--- src/rtl/mem_arbiter.sv ---
// mem_arbiter: fetch/data arbitration onto one single-port memory; ack one cycle after the grant cycle.
// Requesters hold req until ack; data wins ties unless fetch has starved. Grant counters under MEM_ARB_STATS_EN.
module mem_arbiter #(
  parameter int AW         = 8,
  parameter int DW         = 32,
  parameter int STARVE_MAX = 3
) (
  input  logic          clk,
  input  logic          rst,
  input  logic          if_req,
  input  logic [AW-1:0] if_addr,
  output logic          if_ack,
  output logic [DW-1:0] if_rdata,
  input  logic          d_req,
  input  logic          d_we,
  input  logic [AW-1:0] d_addr,
  input  logic [DW-1:0] d_wdata,
  output logic          d_ack,
  output logic [DW-1:0] d_rdata,
  output logic          mem_en,
  output logic          mem_we,
  output logic [AW-1:0] mem_addr,
  output logic [DW-1:0] mem_wdata,
  input  logic [DW-1:0] mem_rdata,
  output logic          stall_if,
  output logic [15:0]   if_grant_cnt,
  output logic [15:0]   d_grant_cnt
);

  typedef enum logic [1:0] {IDLE, GNT_IF, GNT_D} state_t;

  localparam logic [3:0] STARVE_LIM = 4'(STARVE_MAX);

  state_t          state, next_state;
  logic [3:0]      starve_cnt;
  logic [AW-1:0]   addr_q;
  logic [DW-1:0]   wdata_q;
  logic            we_q;
  logic            if_ack_q, d_ack_q, ack_we_q;
  logic            elig_if, elig_d;

  // A port granted this cycle acks next cycle, so it cannot be granted again then.
  assign elig_if = if_req && (state != GNT_IF);
  assign elig_d  = d_req  && (state != GNT_D);

  always_ff @(posedge clk) begin
    if (!rst) state <= IDLE;
    else      state <= next_state;
  end

  always_comb begin
    next_state = IDLE;
    if (elig_if && elig_d)
      next_state = (starve_cnt == STARVE_LIM) ? GNT_IF : GNT_D;
    else if (elig_if)
      next_state = GNT_IF;
    else if (elig_d)
      next_state = GNT_D;
  end

  always_ff @(posedge clk) begin
    if (!rst) begin
      addr_q     <= '0;
      wdata_q    <= '0;
      we_q       <= 1'b0;
      if_ack_q   <= 1'b0;
      d_ack_q    <= 1'b0;
      ack_we_q   <= 1'b0;
      starve_cnt <= 4'd0;
    end else begin
      case (next_state)
        GNT_IF: begin
          addr_q  <= if_addr;
          wdata_q <= '0;
          we_q    <= 1'b0;
        end
        GNT_D: begin
          addr_q  <= d_addr;
          wdata_q <= d_wdata;
          we_q    <= d_we;
        end
        default: begin
          addr_q  <= '0;
          wdata_q <= '0;
          we_q    <= 1'b0;
        end
      endcase
      if_ack_q <= (state == GNT_IF);
      d_ack_q  <= (state == GNT_D);
      ack_we_q <= (state == GNT_D) && we_q;
      if (!if_req || state == GNT_IF)
        starve_cnt <= 4'd0;
      else if (starve_cnt < STARVE_LIM)
        starve_cnt <= starve_cnt + 4'd1;
    end
  end

  always_comb begin
    mem_en    = (state != IDLE);
    mem_we    = we_q;
    mem_addr  = addr_q;
    mem_wdata = wdata_q;
    if_ack    = if_ack_q;
    d_ack     = d_ack_q;
    if_rdata  = if_ack_q ? mem_rdata : '0;
    d_rdata   = (d_ack_q && !ack_we_q) ? mem_rdata : '0;
    stall_if  = rst && if_req && !if_ack_q;
  end

`ifdef MEM_ARB_STATS_EN
  logic [15:0] if_cnt_q, d_cnt_q;

  always_ff @(posedge clk) begin
    if (!rst) begin
      if_cnt_q <= 16'd0;
      d_cnt_q  <= 16'd0;
    end else begin
      if (next_state == GNT_IF && if_cnt_q != 16'hFFFF) if_cnt_q <= if_cnt_q + 16'd1;
      if (next_state == GNT_D  && d_cnt_q  != 16'hFFFF) d_cnt_q  <= d_cnt_q  + 16'd1;
    end
  end

  assign if_grant_cnt = if_cnt_q;
  assign d_grant_cnt  = d_cnt_q;
`else
  assign if_grant_cnt = 16'd0;
  assign d_grant_cnt  = 16'd0;
`endif

endmodule

--- config.mk ---
export PLATFORM = sky130hd
export DESIGN_NAME = mem_arbiter
export DESIGN_NICKNAME = d
export VERILOG_FILES = /design/src/rtl/mem_arbiter.sv
export SDC_FILE = /design/constraint.sdc
export NUM_CORES = 1
export LEC_CHECK = 0
export ABC_AREA = 1
export BUFFER_PORTS_ARGS = -buffer_cell sky130_fd_sc_hd__buf_2
export CORE_AREA = 2 2 89 91
export DETAILED_ROUTE_END_ITERATION = 8
export DIE_AREA = 0 0 91 93
export PLACE_DENSITY = 0.78
export SYNTH_ARGS = -nofsm -noshare
export SYNTH_HDL_FRONTEND = slang
export SYNTH_SLANG_ARGS = --single-unit
--- constraint.sdc ---
create_clock -name clk -period 2.4 [get_ports clk]
set_clock_uncertainty 0.05 [all_clocks]
set_input_delay 0.12 -clock clk [delete_from_list [all_inputs] [get_ports clk]]
set_output_delay 0.12 -clock clk [all_outputs]
set_load 0.01 [all_outputs]
* Word-level counts from Yosys, hierarchy flattened
Index checks and enable logic that the tools add are counted.
** Storage, ports and cells
- Flip-flop bits (word level) :: 50
- Input port bits :: 85
- Logic and storage cells :: 39
** Operators by class
- $add $sub $neg :: 1
- Order comparisons :: 1
- Equality and inequality tests :: 7
- Muxes and demuxes :: 7
- Bitwise gates (word level) :: 1
- Reduce and logical (&&, ||, !) cells :: 14
** Operators by type and width (count)
- 2-to-1 mux 32 bit :: 2
- one-hot mux 8 bit (2 select lines) :: 1
- 2-to-1 mux 2 bit :: 4
- logical AND 1 bit :: 7
- adder 4 x 1 -> 4 bit (second input constant) :: 1
- == test 2 x 1 -> 1 bit (second input constant) :: 2
- == test 2 bit (second input constant) :: 2
- == test 4 x 2 -> 1 bit (second input constant) :: 1
- less-than comparator 4 x 2 -> 1 bit (second input constant) :: 1
- logical NOT 1 bit :: 3
- != test 2 x 1 -> 1 bit (second input constant) :: 1
- != test 2 bit (second input constant) :: 1
- AND reduction 2 bit :: 1
- nonzero test 2 bit :: 1
- OR reduction 2 bit :: 1
- logical OR 1 bit :: 1
- NOT 1 bit :: 1

* Logic depth before layout (Yosys ltp)
Gate-level depths: netlist of run 1.
- Word-level depth :: 7
- Depth in mapped cells :: 11
- Depth with buffers taken out :: 9

* Worst setup path after synthesis of run 1
No wires, ideal clock.
- Path kind :: reg-to-reg
- From :: reg starve_cnt[0]
- To :: reg wdata_q[10], in the netlist mem_wdata[10]
- Setup time :: 0.116 ns
- Data arrival time :: 1.508 ns
- Required time :: 2.234 ns
- Slack :: 0.726 ns
- Stages on the path, launching flop included :: 12
- Period minus slack after synthesis :: 1.674 ns
- Cell sequence :: dfxtp_1 > ha_1 > inv_1 > nor2_1 > nand2_1 > nand2_1 > inv_1 > ha_1 > buf_4 > nand2_1 > buf_2 > nor2_1
** Between the ends
- Word-level cells in the longest chain between the ends :: 5
** Ends and longest elaborated chain
- start, declared :: line 35 : logic [3:0] starve_cnt;
- start signal, assigned :: line 94 : starve_cnt <= starve_cnt + 4'd1;
- == test 4 x 2 -> 1 bit :: line 54 : next_state = (starve_cnt == STARVE_LIM) ? GNT_IF : GNT_D;
- 2-to-1 mux 2 bit :: line 54
- 2-to-1 mux 2 bit :: line 53 : if (elig_if && elig_d)
- via next_state[1] :: line 34 : state_t state, next_state;
- == test 2 bit :: line 71 : case (next_state)
- AND reduction 2 bit (no line)
- end signal, assigned :: line 79 : wdata_q <= d_wdata;
- end, declared :: line 37 : logic [DW-1:0] wdata_q;
The timed path passes the listed nets, and every way through them passes these cells.
A chain may end at the register's enable or synchronous reset.

* Worst setup path after layout of run 1
- From :: reg starve_cnt[0]
- To :: reg wdata_q[6], in the netlist mem_wdata[6]
Same word-level chain as after synthesis.

==> run_results.csv, run 1 <==
group,metric,value,unit
outcome,result_of_the_run,"finished clean",
flow_run,cap_violations,0,
clock_tree,cts_made_buffers,5,
timing,maxSlewViolCount,0,
synth,yosys.cell_types.count,20,
critical_path,crit_path_end_kind,"register",
power,p_per_area,469.0,mW/mm²
die,io-pin-count,226,
synth,synth_warnings,0,
finish,antennaDiodeCount,0,
timing,fin_setup_tns,0,ns
synth,ys_seq_area_frac,0.4199,
grt,global_route_congestion_overflow_total,0,
critical_path,cp.required,2.54,ns
clock_tree,ctsLongestPathBuffers,2,
timing,period_minus_slack,1.950,ns
grt,antenna_found_initial,2,
synth,ys_ff_latch,50,
power,design_power_total,1.732,mW
critical_path,critPathArrivalTime,2.09,ns
die,initial_utilization,0.3167,
clock_tree,post_cts_resized,0,
placement,globalplace.congestion,0.7840,
grt,first_global_vias,2604,
drt,drt_first_pass_iters,4,
drt,detail_route.wl_per_cell,11.64,µm
die,die_h,93,µm
worst_hold_path,min-delay-path-class,"in2reg",
grt,grt_pass1_wl,12040,µm
finish,drive_above_1_share,0.3698,
placement,place_ws,0.5264,ns
clock_tree,h-tree-depth,2,
placement,buffer_ports.inserted,193,
die,floorplan.die.width,91,µm
clock_tree,tritoncts,"yes",
finish,final_core_util,0.4905,
critical_path,setup.worst_path.start_class,"register",
placement,dp.cells,641,
drt,drc,0,
finish,post_layout_nonfiller_instances,678,
placement,hpwlAfterDp,5971,µm
finish,nets,663,
critical_path,setup.worst_path.class,"reg2reg",
die,core_area,0.007527,mm²
critical_path,crit_path_max_fanout,33,
die,die_area,0.008463,mm²
grt,overall_track_demand_over_capacity_in_global_routing,0.1798,
clock_tree,insertion_delay,0.31,ns
timing,setup_viol,0,
power,leakagePower,2.590,nW
drt,totalWireLength,7889,µm
grt,largest_net_degree_at_the_start_of_global_routing,34,
clock_tree,cts.sink_count,50,
drt,drtAntennaViolNets,0,
timing,highest_clock_frequency_the_design_can_meet,512.8,MHz
finish,areaGrowthSynthToFinish,54.91,%
placement,place_area,0.003304,mm²
drt,vias_per_cell,4.006,
power,largest_voltage_drop_on_the_vdd_net,0.0004221,V
timing,postLayoutSetupSlackWorst,0.4500,ns
clock_tree,ctsRootBufferMaster,"clkbuf_8",
drt,initialDrtViolationCount,53,
die,row_count,32,
timing,rsz0062_at_grt,"false",
timing,hold_viol_final,0,
timing,finalHoldWorstSlack,0.001177,ns
drt,route.vias.total,2716,
finish,final_cell_area,0.003692,mm²
timing,final.period_utilization,0.8125,
synth,synthCells,357,
synth,syn_avg_cell_area,6.677,µm²
clock_tree,clkSlewWorstSetupHoldPaths,0.10,ns
synth,syn_area,0.002384,mm²
==> cell usage after synthesis <==
cell        n  area share
a21boi_0    1      0.0032
ha_1        3       0.016
clkbuf_1    1      0.0016
or2_1       1      0.0026
buf_1       1      0.0016
buf_2       9       0.019
and2_1      1      0.0026
nor2_1     71        0.11
nand3b_1    1      0.0032
nor3_1      3      0.0063
a21oi_1     3      0.0063
nand3_1     1      0.0021
buf_6       1      0.0047
conb_1      1      0.0016
dfxtp_1    50        0.42
inv_1     106        0.17
a21oi_2     8       0.029
nand2_1    61       0.096
inv_2       1      0.0016
buf_4      33        0.10
==> path summary, 6_finish.rpt <==
path	from	to	slack (ns)	depth (start not counted)
max	starve_cnt[0]	mem_wdata[6]	0.45	10
max reg2reg	starve_cnt[0]	mem_wdata[6]	0.45	10
min reg2reg	starve_cnt[3]	starve_cnt[3]	0.42	2
min	d_wdata[25]	mem_wdata[25]	0.001	3
==> area by class of cell <==
class	instances	area [µm²]
Sequential cell	50	1001
Multi-Input combinational cell	186	785.8
Clock inverter	3	28.78
Tap cell	102	127.6
Clock buffer	5	68.82
Fill cell	722	3835
Timing Repair Buffer	225	1279
Inverter	107	401.6
==> worst max-delay path, cell delays in order, from the launching register on <==
cell and delay, ns:
dfxtp_1 0.37, ha_1 0.18, inv_1 0.08, nor2_1 0.10, nand2_1 0.06, nand2_1 0.11
inv_1 0.07, ha_1 0.31, nand2_1 0.10, buf_4 0.31, nor2_1 0.08
==> registers in the layout, summed over array words and instances (netlist names) <==
name	cells
d_ack	1
state	2
mem_addr	8
mem_wdata	32
ack_we_q	1
mem_we	1
if_ack	1
starve_cnt	4
==> cell families (layout without fill, tap and decap cells) <==
| kind of cell | Yosys count | in the layout | synth area share |
|---|---|---|---|
| compound gates | 12 | 12 | 0.03885 |
| fa+ha+maj | 3 | 3 | 0.01575 |
| buf+inv | 152 | 340 | 0.2992 |
| flops | 50 | 50 | 0.4199 |
| other cells | 1 | 32 | 0.001573 |
| simple gates | 139 | 139 | 0.2247 |
==> timing repair <==
| action | 4_1_cts | 5_1_grt |
|---|---|---|
| endpoints found under the hold margin | 29 | 0 |
| hold buffers | 29 | 0 |
| setup buffers | 0 | 0 |
==> power by group <==
group          total (mW)  internal (mW)  switching [mW]
registers           0.870          0.861         0.00959
clock network       0.522          0.216           0.306
logic               0.339          0.149           0.190
==> placed cells by master, fill, tap and decap left out <==
cell type	n
a21boi_0	1
a21oi_1	3
a21oi_2	8
and2_1	1
buf_2	193
buf_4	3
clkbuf_8	5
clkinv_4	2
conb_1	32
dfxtp_1	50
dlygate4sd3_1	29
ha_1	3
inv_1	106
inv_2	1
inv_8	1
nand2_1	61
nand3_1	1
nand3b_1	1
nor2_1	71
nor3_1	3
or2_1	1
==> layer usage <==
metal	GRT usage	part of all wire
met5	0	0.0035
met1	0.1821	0.35
met4	0.06566	0.025
met2	0.3284	0.50
met3	0.07736	0.12
Power figures use the tool's default switching activity.
==> inputs of run 2 (changes only) <==
Clock period 2.4 ns to 2.05 ns, I/O delays scaled along.
==> run 2 against run 1 <==
  * Non-clock buffer count increased by 13
  * Worst hold slack better by 0.0027 ns
  * Design area increased by 3.9%
  * Flip-flop and latch count is the same
  * Via count decreased by 1.5%
  * Sequential share of layout area is 1.0 points lower
  * Count of clock-buffer cells in the layout did not move
  * Sequential power rose by 17%
==> run_results.csv, run 2 (same netlist as run 1, synthesis figures left out) <==
group,metric,value,unit
critical_path,ff2ff_setup_slack,0.21,ns
die,floorplan.die.width,91,µm
finish,leading_cell_type_in_the_layout_fill_and_taps_excluded,"buf_2",
placement,place_area,0.003317,mm²
critical_path,worst-r2r-cell-count,10,
clock_tree,h-tree-depth,2,
timing,rsz0062_at_grt,"false",
clock_tree,clkSlewWorstSetupHoldPaths,0.10,ns
power,largest_voltage_drop_on_the_vdd_net,0.0005462,V
timing,setup_viol,0,
clock_tree,ctsRootBufferMaster,"clkbuf_8",
drt,detail_route.wl_per_cell,11.46,µm
critical_path,crit_path_end_kind,"register",
grt,largest_net_degree_at_the_start_of_global_routing,34,
finish,final_cell_area,0.003835,mm²
drt,routedLengthMet1,3115,µm
timing,hold_viol_final,0,
power,combPwrFrac,0.204,
critical_path,cp.required,2.24,ns
placement,place_ws,0.2549,ns
timing,final.period_utilization,0.8972,
drt,route.vias.total,2676,
timing,fin_setup_tns,0,ns
clock_tree,cts.sink_count,50,
critical_path,setup.worst_path.start_class,"register",
power,p_clk_frac,0.298,
drt,drt_first_pass_iters,4,
die,die_h,93,µm
finish,antennaDiodeCount,0,
worst_hold_path,min-delay-path-class,"in2reg",
placement,buffer_ports.inserted,193,
timing,highest_clock_frequency_the_design_can_meet,543.7,MHz
grt,overall_track_demand_over_capacity_in_global_routing,0.1822,
critical_path,worstReg2RegEnd,"mem_wdata[3]",
grt,antenna_found_initial,1,
finish,nets,676,
drt,vias_per_cell,3.873,
flow_run,cap_violations,0,
clock_tree,insertion_delay,0.31,ns
drt,drc,0,
power,internal_power,1.454,mW
grt,grt_pass1_wl,12130,µm
placement,globalplace.congestion,0.7682,
power,p_per_area,533.0,mW/mm²
timing,postLayoutSetupSlackWorst,0.2107,ns
clock_tree,cts_hold_repair.buffers,41,
power,switchingPower,590.1,µW
grt,first_global_vias,2608,
die,initial_utilization,0.3167,
finish,post_layout_nonfiller_instances,691,
clock_tree,cts.repair_timing.setup_buffer_count,0,
die,die_area,0.008463,mm²
timing,maxSlewViolCount,0,
power,seq_power_share,0.498,
placement,dp.cells,641,
timing,period_minus_slack,1.839,ns
critical_path,setup.worst_path.class,"reg2reg",
die,row_count,32,
clock_tree,tritoncts,"yes",
critical_path,regToRegStartpoint,"starve_cnt[0]",
finish,drive_above_1_share,0.3616,
critical_path,critPathArrivalTime,2.03,ns
outcome,result_of_the_run,"finished clean",
drt,met3_wirelength,838,µm
drt,drtAntennaViolNets,0,
placement,hpwlAfterDp,5839,µm
die,io-pin-count,226,
finish,areaGrowthSynthToFinish,60.89,%
critical_path,timing.critical_path.to,"mem_wdata[3]",
power,leakagePower,2.650,nW
drt,totalWireLength,7921,µm
critical_path,worst_setup_path_startpoint,"starve_cnt[0]",
drt,met2WireLength,3893,µm
grt,global_route_congestion_overflow_total,0,
clock_tree,cts_made_buffers,5,
critical_path,crit_path_max_fanout,33,
finish,number_of_flip_flops_under_the_largest_register_name,32,
power,switching_share,0.2887,
clock_tree,post_cts_resized,0,
die,core_area,0.007527,mm²
drt,initialDrtViolationCount,73,
drt,top_layer_used,"met5",
finish,most-common-layout-cells,"buf_2, inv_1, nor2_1, nand2_1, dfxtp_1",
clock_tree,ctsLongestPathBuffers,2,
run 2: layout make-up:
cell class                      count  area (µm²)
Timing Repair Buffer              238        1421
Sequential cell                    50        1001
Multi-Input combinational cell    186       785.8
Inverter                          107       401.6
Tap cell                          102       127.6
Clock inverter                      3       28.78
Fill cell                         720        3692
Clock buffer                        5       68.82
run 2: worst min-delay path by stage:
stage	cells past startpoint	slack, ns	to	startpoint
final	3	0.004	mem_addr[6]	d_addr[6]
after global routing	3	0.002	mem_addr[6]	d_addr[6]
after CTS	3	0.00004	mem_addr[4]	if_addr[4]
after detailed placement	3	0.27	mem_wdata[27]	d_wdata[27]
after global placement	3	0.27	mem_wdata[17]	d_wdata[17]
after floorplan	2	0.16	mem_wdata[0]	d_wdata[0]
run 2: power by group through the flow:
stage	combinational, mW	clock [mW]	sequential, mW
6_report	0.418	0.608	1.02
5_1_grt	0.465	0.662	1.02
4_1_cts	0.410	0.627	1.02
3_5_place_dp	0.349	0	1.04
3_3_place_gp	0.341	0	1.04
2_1_floorplan	0.207	0	1.06
run 2: metrics by stage:
stage / total power, mW / hold WS (ns) / util
floorplan: 1.265 / 0.1647 / -
global placement: 1.381 / 0.2660 / 0.4407
detailed placement: 1.390 / 0.2701 / 0.4407
CTS: 2.055 / 0.00004047 / 0.5081
global route: 2.149 / 0.001631 / 0.5095
finish: 2.044 / 0.003848 / 0.5095
run 2: critical path: stages (launching register included):
cell and delay (ns):
dfxtp_1 0.34, ha_1 0.20, inv_1 0.11, nor2_1 0.06, nand2_1 0.06, nand2_1 0.07
inv_1 0.07, ha_1 0.33, nand2_1 0.16, buf_12 0.19, nor2_1 0.11
run 2: routing by layer:
metal / GRT usage / vias to the layer above
met3: 0.07091 / 6
met2: 0.3241 / 147
li1: - / 1369
met1: 0.2018 / 1152
met5: 0 / -
met4: 0.05303 / 2
==> inputs of run 3 (changes only) <==
Settings changed: ABC_AREA 1 to not set, CORE_AREA 2 2 89 91 to 2 2 87 89, DIE_AREA 0 0 91 93 to 0 0 89 91, PLACE_DENSITY 0.78 to 0.79.
==> run 3 against run 2 <==
  * The flow now finishes with violations (negative hold slack)
  * Non-clock buffer count fell by 3
  * Final cell count is 17% lower
  * Sequential share of layout area is 0.97 points higher
  * Global-route usage shrank 0.91 points
  * Critical path type unchanged
==> run_results.csv, run 3 <==
group,metric,value,unit
critical_path,critPathArrivalTime,2.06,ns
power,leakagePower,2.195,nW
grt,antenna_found_initial,0,
critical_path,timing.critical_path.to,"mem_addr[7]",
synth,synth_enable_flop_cells,0,
drt,totalWireLength,7378,µm
outcome,failed_checks,"negative hold slack",
placement,buffer_ports.inserted,193,
grt,global_route_congestion_overflow_total,0,
finish,leading_cell_type_in_the_layout_fill_and_taps_excluded,"buf_2",
critical_path,crit_path_max_fanout,11,
timing,setup_viol,0,
synth,synthCells,247,
timing,final.period_utilization,0.9337,
synth,ys_seq_area_frac,0.4452,
die,die_h,91,µm
power,largest_voltage_drop_on_the_vdd_net,0.0004797,V
drt,initialDrtViolationCount,55,
die,floorplan.die.width,89,µm
critical_path,critical_path.slowest_cell,"dfxtp_1",
synth,ys_ff_latch,50,
critical_path,ff2ff_setup_slack,0.14,ns
die,io-pin-count,226,
critical_path,cp_cell_sequence,"ha_2, nor4bb_4, maj3_4, nor2_1, ha_1, buf_4, a22oi_1, nor2_2",
flow_run,cap_violations,0,
clock_tree,cts.sink_count,50,
finish,number_of_flip_flops_under_the_largest_register_name,32,
clock_tree,clkSlewWorstSetupHoldPaths,0.09,ns
grt,largest_net_degree_at_the_start_of_global_routing,39,
grt,grt_pass1_wl,11040,µm
critical_path,critical-path-top-delay-family,"adder cells",
grt,first_global_vias,2249,
critical_path,regToRegStartpoint,"starve_cnt[1]",
synth,syn_area,0.002248,mm²
synth,ys_top_cells_by_count,"and2_1, dfxtp_1, and3_1, buf_4, nor2_1",
clock_tree,cts_made_buffers,5,
drt,vias_per_cell,4.173,
finish,antennaDiodeCount,0,
worst_hold_path,min-delay-path-class,"in2reg",
synth,synth_warnings,0,
timing,highest_clock_frequency_the_design_can_meet,522.4,MHz
critical_path,worst-path-buf-inv,1,
timing,postLayoutSetupSlackWorst,0.1359,ns
die,die_area,0.008099,mm²
critical_path,setup.worst_path.class,"reg2reg",
finish,fillers,670,
placement,hpwlAfterDp,5403,µm
clock_tree,h-tree-depth,2,
critical_path,crit_cells,8,
drt,drt_first_pass_iters,4,
timing,maxSlewViolCount,0,
critical_path,cp.required,2.20,ns
timing,rsz0062_at_grt,"false",
clock_tree,tritoncts,"yes",
drt,route.vias.total,2387,
timing,hold_viol_final,1,
critical_path,critPathMaxStageDelay,0.35,ns
outcome,result_of_the_run,"complete, but fails checks",
finish,drive_above_1_share,0.4567,
die,core_area,0.007137,mm²
drt,detail_route.wl_per_cell,12.90,µm
synth,synth.most_common_cell,"and2_1",
critical_path,worst-r2r-cell-count,8,
finish,nets,560,
clock_tree,insertion_delay,0.30,ns
synth,postSynth.topFlopCell,"dfxtp_1",
clock_tree,ctsRootBufferMaster,"clkbuf_8",
synth,async_reset_ff_frac,0,
placement,globalplace.congestion,0.7811,
timing,period_minus_slack,1.914,ns
drt,drc,0,
clock_tree,cts.repair_timing.setup_buffer_count,0,
synth,yosysTopAreaCell,"dfxtp_1",
critical_path,worst_setup_path_startpoint,"starve_cnt[1]",
die,initial_utilization,0.3150,
critical_path,crit_path_end_kind,"register",
synth,yosys.cell_types.count,24,
die,row_count,31,
finish,multi_input_comb_area,0.001060,mm²
critical_path,worstReg2RegEnd,"mem_addr[7]",
power,p_per_area,580.8,mW/mm²
synth,yosys.area.top_type_share,0.4452,
finish,seq_area,0.001002,mm²
grt,overall_track_demand_over_capacity_in_global_routing,0.1731,
timing,finalHoldWorstSlack,-0.001911,ns
power,design_power_total,2.150,mW
clock_tree,ctsLongestPathBuffers,2,
critical_path,setup.worst_path.start_class,"register",
drt,drtAntennaViolNets,0,
timing,slew-limit-headroom,0.6247,
timing,tightest_slew,0.5629,ns
timing,fin_setup_tns,0,ns
finish,areaGrowthSynthToFinish,64.66,%
placement,place_ws,-0.01313,ns
synth,post_synth_main_area_contributors,"dfxtp_1, and2_1, buf_4",
synth,syn_avg_cell_area,9.103,µm²
finish,most-common-layout-cells,"buf_2, and2_1, dfxtp_1, dlygate4sd3_1, and3_1",
[run 3: cell count changes after synthesis, moves of 8 or more]
cell	delta
nand2_1	-60
a22oi_1	+8
clkbuf_1	+13
and3_1	+35
inv_1	-101
buf_2	-8
a21oi_2	-8
and2_1	+64
nor2_1	-56
[run 3: logic make-up after synthesis]
family	synth area share
AO/OA/AOI/OAI	0.03116
XOR/XNOR	0.003896
adder cells (fa/ha/maj)	0.02282
buffers and inverters	0.1441
flip-flops	0.4452
multiplexers	0.004452
other	0.001668
AND/OR/NAND/NOR	0.3467
[run 3: worst min-delay path by stage]
| stage | to | cells past startpoint | slack (ns) | start |
|---|---|---|---|---|
| 2_1_floorplan | mem_addr[0] | 2 | 0.20 | if_addr[0] |
| 3_5_place_dp | mem_addr[4] | 3 | 0.29 | if_addr[4] |
| 5_1_grt | mem_wdata[10] | 2 | 0.004 | d_wdata[10] |
| 4_1_cts | mem_wdata[10] | 2 | 0.002 | d_wdata[10] |
| 6_report | mem_wdata[25] | 2 | -0.002 | d_wdata[25] |
| 3_3_place_gp | mem_addr[4] | 3 | 0.29 | if_addr[4] |
[run 3: metal layers]
layer	global-route usage	share of wire	wire [µm]
met3	0.05000	0.078	578
met4	0.05597	0.022	159
met2	0.3252	0.55	4024
met1	0.1785	0.35	2616
met5	0	0	0
[run 3: repair_timing]
action | CTS | global route
pin swaps | 0 | 1
endpoints found under the setup margin | 5 | 38
resized for setup | 1 | 6
hold buffers | 38 | 0
hold endpoints to repair | 36 | 0
[run 3: power by group]
group | leakage [nW] | switching, mW | internal [mW]
Sequential | 0.408 | 0.0120 | 1.01
Clock | 0.0618 | 0.327 | 0.402
Combinational | 1.73 | 0.197 | 0.205
[run 3: worst register-to-register path: stages, from the launching register on]
cell	delay (ns)
dfxtp_1	0.35
ha_2	0.20
nor4bb_4	0.30
maj3_4	0.23
nor2_1	0.05
ha_1	0.21
buf_4	0.18
a22oi_1	0.22
nor2_2	0.05
[run 3: final cells by class]
class / instances / area share
Timing Repair Buffer: 235 / 0.3717
Multi-Input combinational cell: 175 / 0.2862
Sequential cell: 50 / 0.2707
Tap cell: 99 / 0.03346
Clock buffer: 6 / 0.02230
Clock inverter: 2 / 0.01048
Inverter: 5 / 0.005069
[run 3: per-stage QoR]
step           area (µm²)  hold WS [ns]    util  instances
6_report             3702     -0.001911  0.5188        572
3_5_place_dp         3179        0.2892  0.4455        526
4_1_cts              3684      0.001576  0.5161        572
5_1_grt              3702      0.004238  0.5188        572
2_1_floorplan        2365        0.1966       -        278
3_3_place_gp         3179        0.2858  0.4455        526
